===== src/rtl/data_mem_arb_pkg.sv =====
// ----------------------------------------------------------------------------
// data_mem_arb_pkg
// Shared definitions for the two-master data memory arbiter:
//   - arbiter state encoding (IDLE / GNT_M0 / GNT_M1)
//   - master index constants used to index the grant vector
//   - default address, data and grant-counter widths
// ----------------------------------------------------------------------------
package data_mem_arb_pkg;

    localparam int DEF_ADDR_WIDTH = 3;
    localparam int DEF_DATA_WIDTH = 8;
    localparam int DEF_CNT_WIDTH  = 16;

    localparam int M0 = 0;
    localparam int M1 = 1;

    typedef enum logic [1:0] {
        IDLE   = 2'd0,
        GNT_M0 = 2'd1,
        GNT_M1 = 2'd2
    } arb_state_t;

endpackage


===== src/rtl/data_mem_arbiter_counter.sv =====
// ----------------------------------------------------------------------------
// arb_grant_counter
// Saturating up-counter with enable, used to count grants per master.
// Ports:
//   clk   - clock, rising edge
//   rstn  - asynchronous active-low reset, clears the count
//   en    - count this cycle
//   count - current count, sticks at all-ones
// ----------------------------------------------------------------------------
module arb_grant_counter #(
    parameter int WIDTH = 16
) (
    input  logic             clk,
    input  logic             rstn,
    input  logic             en,
    output logic [WIDTH-1:0] count
);

    // The count only ever moves upward and freezes at all-ones, so a
    // long-running statistic never wraps back to a misleadingly small value.
    always_ff @(posedge clk or negedge rstn) begin
        if (!rstn) begin
            count <= '0;
        end else if (en && (count != '1)) begin
            count <= count + WIDTH'(1);
        end
    end

endmodule


===== src/rtl/data_mem_arbiter.sv =====
// ----------------------------------------------------------------------------
// data_mem_arbiter
// Shares the single-port data memory between the CPU (master 0) and the host
// loader/debug port (master 1). Round-robin between the masters, with a host
// lock that keeps ownership with master 1 for atomic multi-word transfers.
// A request seen in cycle T is issued on the memory in T+1 (gnt high) and,
// for reads, returned in T+2 with a one-cycle rvalid pulse.
// Optional feature macro: ARB_STATS_EN builds per-master grant counters;
// without it grant_cnt0/grant_cnt1 are tied to 0.
// Ports:
//   clk, rstn                 - clock and asynchronous active-low reset
//   m0_* / m1_*               - master command (req/we/addr/wdata), grant,
//                               read valid and read data
//   m1_lock                   - host keeps ownership while high
//   mem_addr/rd_en/wr_en/
//   mem_data_in               - registered memory command
//   mem_data_out              - memory read data, one cycle after mem_rd_en
//   grant_cnt0/grant_cnt1     - grant statistics
// ----------------------------------------------------------------------------
module data_mem_arbiter
    import data_mem_arb_pkg::*;
#(
    parameter int ADDR_WIDTH = DEF_ADDR_WIDTH,
    parameter int DATA_WIDTH = DEF_DATA_WIDTH,
    parameter int CNT_WIDTH  = DEF_CNT_WIDTH
) (
    input  logic                  clk,
    input  logic                  rstn,
    input  logic                  m0_req,
    input  logic                  m0_we,
    input  logic [ADDR_WIDTH-1:0] m0_addr,
    input  logic [DATA_WIDTH-1:0] m0_wdata,
    output logic                  m0_gnt,
    output logic                  m0_rvalid,
    output logic [DATA_WIDTH-1:0] m0_rdata,
    input  logic                  m1_req,
    input  logic                  m1_we,
    input  logic [ADDR_WIDTH-1:0] m1_addr,
    input  logic [DATA_WIDTH-1:0] m1_wdata,
    output logic                  m1_gnt,
    output logic                  m1_rvalid,
    output logic [DATA_WIDTH-1:0] m1_rdata,
    input  logic                  m1_lock,
    output logic [ADDR_WIDTH-1:0] mem_addr,
    output logic                  mem_rd_en,
    output logic                  mem_wr_en,
    output logic [DATA_WIDTH-1:0] mem_data_in,
    input  logic [DATA_WIDTH-1:0] mem_data_out,
    output logic [CNT_WIDTH-1:0]  grant_cnt0,
    output logic [CNT_WIDTH-1:0]  grant_cnt1
);

    arb_state_t state;
    arb_state_t state_next;
    logic [1:0] win;
    logic       rr_favour_m1;
    logic       last_m1;

    // State register. The state is the registered record of which master's
    // command is currently on the memory, and it drives the grant outputs.
    always_ff @(posedge clk or negedge rstn) begin
        if (!rstn) begin
            state <= IDLE;
        end else begin
            state <= state_next;
        end
    end

    // Arbitration on the current requests. A held lock only counts once
    // master 1 actually owns the memory (last grant was m1); while it holds,
    // master 0 is shut out even if master 1 is idle. Otherwise contention is
    // resolved by the round-robin pointer. An illegal state returns to IDLE
    // without issuing anything.
    always_comb begin
        state_next = IDLE;
        win        = '0;
        m0_gnt     = 1'b0;
        m1_gnt     = 1'b0;
        if (m1_lock && last_m1) begin
            win[M1] = m1_req;
        end else if (m0_req && m1_req) begin
            win[M1] = rr_favour_m1;
            win[M0] = !rr_favour_m1;
        end else begin
            win[M0] = m0_req;
            win[M1] = m1_req;
        end
        case (state)
            IDLE:    ;
            GNT_M0:  m0_gnt = 1'b1;
            GNT_M1:  m1_gnt = 1'b1;
            default: win = '0;
        endcase
        if (win[M0]) begin
            state_next = GNT_M0;
        end else if (win[M1]) begin
            state_next = GNT_M1;
        end
    end

    // Memory command register plus ownership history. Address and write
    // data hold their last value when idle so the memory pins stay quiet.
    // The pointer always favours whichever master was not served last.
    always_ff @(posedge clk or negedge rstn) begin
        if (!rstn) begin
            mem_addr     <= '0;
            mem_data_in  <= '0;
            mem_rd_en    <= 1'b0;
            mem_wr_en    <= 1'b0;
            rr_favour_m1 <= 1'b0;
            last_m1      <= 1'b0;
        end else begin
            mem_rd_en <= 1'b0;
            mem_wr_en <= 1'b0;
            if (win[M0]) begin
                mem_addr     <= m0_addr;
                mem_data_in  <= m0_wdata;
                mem_rd_en    <= !m0_we;
                mem_wr_en    <= m0_we;
                rr_favour_m1 <= 1'b1;
                last_m1      <= 1'b0;
            end else if (win[M1]) begin
                mem_addr     <= m1_addr;
                mem_data_in  <= m1_wdata;
                mem_rd_en    <= !m1_we;
                mem_wr_en    <= m1_we;
                rr_favour_m1 <= 1'b0;
                last_m1      <= 1'b1;
            end
        end
    end

    // Read-return tracking: a read issued this cycle comes back next cycle,
    // tagged with the master that owned the memory. Reset drops any read in
    // flight because these flags clear with everything else.
    always_ff @(posedge clk or negedge rstn) begin
        if (!rstn) begin
            m0_rvalid <= 1'b0;
            m1_rvalid <= 1'b0;
        end else begin
            m0_rvalid <= mem_rd_en && (state == GNT_M0);
            m1_rvalid <= mem_rd_en && (state == GNT_M1);
        end
    end

    assign m0_rdata = m0_rvalid ? mem_data_out : '0;
    assign m1_rdata = m1_rvalid ? mem_data_out : '0;

`ifdef ARB_STATS_EN
    arb_grant_counter #(.WIDTH(CNT_WIDTH)) u_cnt0 (
        .clk   (clk),
        .rstn  (rstn),
        .en    (m0_gnt),
        .count (grant_cnt0)
    );

    arb_grant_counter #(.WIDTH(CNT_WIDTH)) u_cnt1 (
        .clk   (clk),
        .rstn  (rstn),
        .en    (m1_gnt),
        .count (grant_cnt1)
    );
`else
    assign grant_cnt0 = '0;
    assign grant_cnt1 = '0;
`endif

endmodule


===== config.mk =====
export PLATFORM = sky130hd
export DESIGN_NAME = data_mem_arbiter
export DESIGN_NICKNAME = d
export VERILOG_FILES = /design/src/rtl/data_mem_arb_pkg.sv /design/src/rtl/data_mem_arbiter_counter.sv /design/src/rtl/data_mem_arbiter.sv
export SDC_FILE = /design/constraint.sdc
export NUM_CORES = 1
export LEC_CHECK = 0
export BUFFER_PORTS_ARGS = -buffer_cell sky130_fd_sc_hd__buf_2
export CAP_MARGIN = 15
export CORE_MARGIN = 4
export CORE_UTILIZATION = 41
export CTS_CLUSTER_SIZE = 28
export DETAILED_ROUTE_END_ITERATION = 10
export PLACE_DENSITY = 0.84
export SKIP_CTS_REPAIR_TIMING = 1
export SLEW_MARGIN = 40
export SYNTH_ARGS = -nofsm -noshare
export SYNTH_HDL_FRONTEND = slang
export SYNTH_SLANG_ARGS = --single-unit

===== constraint.sdc =====
create_clock -name clk -period 2.2 [get_ports clk]
set_clock_uncertainty 0.1 [all_clocks]
set_input_delay 0.11 -clock clk [delete_from_list [all_inputs] [get_ports clk]]
set_output_delay 0.11 -clock clk [all_outputs]
set_load 0.005 [all_outputs]

After elaboration in Yosys (flattened, before gate mapping)
Index checks and enable logic that the tools add are counted.

word-level totals
  output and inout port bits = 65
  bits in latches = 0
  bits in writable memories = 0
  register bits after elaboration = 19
  memories = 0
  bits in read-only memories = 0
  input port bits = 37
  logic and storage cells = 43

cells by class
  $lt $le $gt $ge = 0
  divide/modulo/power cells = 0
  reductions and logical operators = 10
  shifts and indexed selects = 0
  equal/unequal tests = 2
  multiplexer cells = 22
  multiply operators = 0
  add/subtract/negate cells = 0
  bitwise gates (word level) = 0

operators with widths
  cell                                                                   number
  8-bit 2-to-1 mux                                                       4
  1-bit 2-to-1 mux                                                       12
  2-bit 2-to-1 mux                                                       4
  3-bit 2-to-1 mux                                                       2
  1-bit logical AND                                                      4
  1-bit logical NOT                                                      3
  3-bit OR reduction                                                     1
  2-bit by 1-bit equality test with 1-bit output, second input constant  1
  2-bit equality test, second input constant                             1
  2-bit logical NOT                                                      1
  2-bit nonzero test                                                     1

Logic depth before layout (Yosys ltp)
  depth in word-level cells = 6
  gate-level depth with buffers = 4
  mapped depth without buffers = 3

Worst setup path after synthesis
OpenSTA, ideal clock, no wires.

  path type = reg-to-reg
  from = register last_m1
  to = register mem_addr[2]
  path slack = 760 ps
  arrival time = 1214 ps
  data required time = 1974 ps
  buffers on the path = 0
  setup time = 126 ps
  stages on the path, launching flop included = 4
  period minus slack after synthesis = 1440 ps
  cells stage by stage = dfrtp_1 -> a21bo_4 -> o211a_4 -> a221o_1

between the ends
  word-level cells in the longest chain between the ends = 4
  elaborated cells on any way between the ends = 6
  classes of those cells = 4 x mux; 2 x reduce/logical

ends and longest elaborated chain
  item                                                           line                     RTL
  start: declaration                                             data_mem_arbiter.sv:57   logic last_m1;
  start signal: assignment                                       data_mem_arbiter.sv:111  last_m1 <= 1'b0;
  start signal: assignment                                       data_mem_arbiter.sv:121  last_m1 <= 1'b0;
  start signal: assignment                                       data_mem_arbiter.sv:128  last_m1 <= 1'b1;
  1-bit logical AND *                                            data_mem_arbiter.sv:79   if (m1_lock && last_m1) begin
  1-bit 2-to-1 mux                                               data_mem_arbiter.sv:79
  2-bit 2-to-1 mux *                                             data_mem_arbiter.sv:88   case (state)
  3-bit 2-to-1 mux / 2-bit nonzero test (equally long branches)  -
  end signal: assignment                                         data_mem_arbiter.sv:116  mem_addr <= m0_addr;
  end signal: assignment                                         data_mem_arbiter.sv:123  mem_addr <= m1_addr;
  end: declaration                                               data_mem_arbiter.sv:44   output logic [ADDR_WIDTH-1:0] mem_addr,

Mark *: on every way between the ends. The rest lies on a longest branch, timed or not.
A chain may end at the register's enable or synchronous reset.

Worst setup path after layout
  from = input m1_req
  to = register mem_addr[0]

between the ends
  word-level cells in the longest chain between the ends = 5
  elaborated cells on any way between the ends = 7
  classes of those cells = 5 x mux; 2 x reduce/logical

ends and longest elaborated chain
  item                                                           line                    RTL
  start: declaration                                             data_mem_arbiter.sv:36  input logic m1_req,
  1-bit logical AND                                              data_mem_arbiter.sv:81  end else if (m0_req && m1_req) begin
  2-bit 2-to-1 mux                                               data_mem_arbiter.sv:81
  1-bit 2-to-1 mux                                               data_mem_arbiter.sv:79
  2-bit 2-to-1 mux *                                             data_mem_arbiter.sv:88
  3-bit 2-to-1 mux / 2-bit nonzero test (equally long branches)  -

Marks and branches as above.

==> impl_metrics.csv <==
group,metric,value,unit
run_status,outcome,"finished with violations",
run_status,violations,"negative hold slack",
timing,finalSetupTns,0,ns
detailed_routing,route.met3.wl,371,µm
worst_setup_path,rrSetupSlack,0.48,ns
worst_setup_path,cp.required,2.31,ns
power_and_ir_drop,p_total,1.23,mW
floorplan,dieHeight,62.7,µm
global_routing,grt_pass1_vias,1005,
timing,finalCritPeriodShare,78.4,%
detailed_routing,vias_per_cell,4.83,
clocking,clk_path_buf_depth,2,
timing,finalSetupViolCount,0,
worst_setup_path,startpoint_type,"input port",
worst_setup_path,ff2ff_path_depth,4,
timing,min_period,1.72,ns
detailed_routing,met2_length,1740,µm
power_and_ir_drop,power.share.clock,13.8,%
worst_setup_path,critPathTopFamily,"buffers and inverters",
floorplan,fp-row-count,19,
detailed_routing,met1Wirelength,1130,µm
power_and_ir_drop,ir_worst_vdd,477,µV
timing,max_slew.worst_pin.slew,0.606,ns
floorplan,fp.dieW,62.7,µm
logic_synthesis,synth_edf_count,0,
floorplan,initial_core_util,43.8,%
detailed_routing,drc_errors,0,
timing,final_max_slew_viol_count,0,
power_and_ir_drop,leakage,0.902,nW
clocking,cts.clk_slew.worst_paths,0.10,ns
detailed_routing,avgRoutedWirePerCell,13.4,µm
detailed_routing,top_layer_used,"met4",
detailed_routing,wl,3260,µm
logic_synthesis,yosys_most_used_dff,"dfrtp_1",
power_and_ir_drop,swShare,36.1,%
placed_design,gp_congestion,0.903,
clocking,clock_latency,0.29,ns
clocking,cts_buffers,3,
clocking,ctsHtreeMaxLevel,1,
final_layout,nets,250,
placed_design,port_buffers,69,
power_and_ir_drop,comb_power_share,40.7,%
detailed_routing,ant_nets,0,
worst_setup_path,path_cells,"dlygate4sd3_1 > buf_2 > a22oi_1 > buf_4 > nand3_1 > a31oi_1",
detailed_routing,vias,1174,
worst_hold_path,min_path_cells,3,
final_layout,area_growth,33.9,%
final_layout,layout_common_cells,"69 x buf_2, 32 x conb_1, 19 x and2_1, 19 x dfrtp_1, 15 x dlygate4sd3_1",
logic_synthesis,synth_area,1230,µm²
final_layout,fill_cells,243,
logic_synthesis,synth_seq_cells,19,
final_layout,drive_above_1_share,37.7,%
logic_synthesis,ys_seq_area_share,38.7,%
global_routing,grt_overflow,0,
global_routing,grt_pass1_wl,4510,µm
worst_hold_path,min_path_type,"input port to register",
logic_synthesis,synth_warnings,0,
final_layout,antenna_cells,0,
worst_setup_path,slowest_stage,"dlygate4sd3_1",
global_routing,antenna_found_initial,0,
worst_setup_path,slowest_delay,0.53,ns
clocking,cts_root_buffer,"clkbuf_4",
timing,hold_viol,1,
floorplan,ios,102,
power_and_ir_drop,pwr-share-seq,45.5,%
timing,hold_slack,-0.0125,ns
timing,rsz0062_at_grt,"false",
worst_setup_path,reg2reg_to,"mem_addr[0]",
job,drv_cap,0,
global_routing,grt.total_usage,14.3,%
floorplan,fp.dieArea,3930,µm²
worst_setup_path,cp_max_fo,8,
placed_design,post-dp-hpwl,2550,µm
power_and_ir_drop,intPower,0.785,mW
logic_synthesis,async_flop_share,100,%
worst_hold_path,min_to,"mem_data_in[5]",
worst_hold_path,min_from,"m1_wdata[5]",
floorplan,coreArea,2810,µm²
clocking,cts_tree,"done",
worst_setup_path,end_kind,"register",
logic_synthesis,netlist_instances,127,
detailed_routing,first_pass_iters,4,
detailed_routing,drt_iter0_markers,31,
worst_setup_path,path_buf_inv,3,
logic_synthesis,avgSynthCellArea,9.66,µm²
clocking,clock-sinks,19,
power_and_ir_drop,p_switching,0.444,mW
logic_synthesis,ys_types,25,
worst_setup_path,crit_arrival,1.83,ns
worst_setup_path,crit_start,"m1_req",
power_and_ir_drop,power_density,747,nW/µm²
timing,maxClockFrequency,580,MHz
worst_setup_path,r2r-start,"state[1]",
final_layout,final_common_cell,"buf_2",
timing,slew_headroom,59.6,%
worst_setup_path,critPathKind,"input port to register",
global_routing,grt_start_max_net_pins,20,
flip-flops by register name, summed over array words and instances (netlist names):
register      flops
m1_rvalid         1
last_m1           1
mem_addr          3
rr_favour_m1      1
state             2
mem_data_in       8
m0_rvalid         1
mem_rd_en         1
mem_wr_en         1
layer usage:
layer / track usage [%] / vias to the layer above
met5: 0 / -
met4: 6.06 / 0
met3: 4.32 / 2
met2: 26.1 / 74
met1: 15.1 / 538
li1: - / 560
area by class of cell:
cell class              instances  area (µm²)  share of cell area [%]
multi-input cells             104         601                    36.5
well taps                      31        38.8                    2.36
repair buffers                 85         503                    30.6
clock buffers                   4        26.3                    1.60
flip-flops and latches         19         475                    28.9
cell families (layout without fill, tap and decap cells):
| group | count (synthesis) | count (layout) | synth area share, % |
|---|---|---|---|
| and+or+nand+nor | 38 | 38 | 18.4 |
| AOI/OAI and AO/OA | 34 | 34 | 20.7 |
| other | 1 | 32 | 0.306 |
| buffers and inverters | 35 | 89 | 21.8 |
| DFF | 19 | 19 | 38.7 |
power by group through the flow:
stage	Sequential, mW	Clock [mW]	Combinational (mW)
4_1_cts	0.558	0.174	0.483
3_5_place_dp	0.561	0	0.484
3_3_place_gp	0.561	0	0.473
5_1_grt	0.574	0.193	0.554
6_report	0.559	0.169	0.500
2_1_floorplan	0.557	0	0.315
synthesized netlist by cell type, types with 3 or more instances:
cell	number	area (µm²)
a221o_1	5	50.1
a31oi_1	7	43.8
nand3_1	7	35.0
dfrtp_1	19	475
buf_4	32	240
a21oi_1	8	40.0
and2_1	19	119
and3_2	3	22.5
and3_1	3	18.8
o21ai_0	6	30.0
worst max-delay path by stage:
| stage | to | cells past startpoint |
|---|---|---|
| floorplan | mem_addr[2] | 3 |
| global placement | mem_addr[0] | 4 |
| detailed placement | mem_data_in[6] | 4 |
| CTS | mem_addr[0] | 4 |
| global route | mem_addr[0] | 4 |
| finish | mem_addr[0] | 6 |
through the flow:
step	util [%]	area, µm²	instances	hold slack (ns)	setup slack (ns)
2_1_floorplan	-	1340	158	-0.286	0.760
3_3_place_gp	52.3	1470	224	-0.0395	0.590
3_5_place_dp	52.3	1470	224	-0.0326	0.512
4_1_cts	53.3	1490	228	-0.352	0.474
5_1_grt	58.6	1640	243	0.0118	0.396
6_report	58.6	1640	243	-0.0125	0.476
tightest hold or removal path: cells and delay by family:
family	cells	cell delay [ns]
buffers and inverters	1	0.10
AO/OA/AOI/OAI	2	0.14
Note: power is estimated with default switching activity, not from simulation.
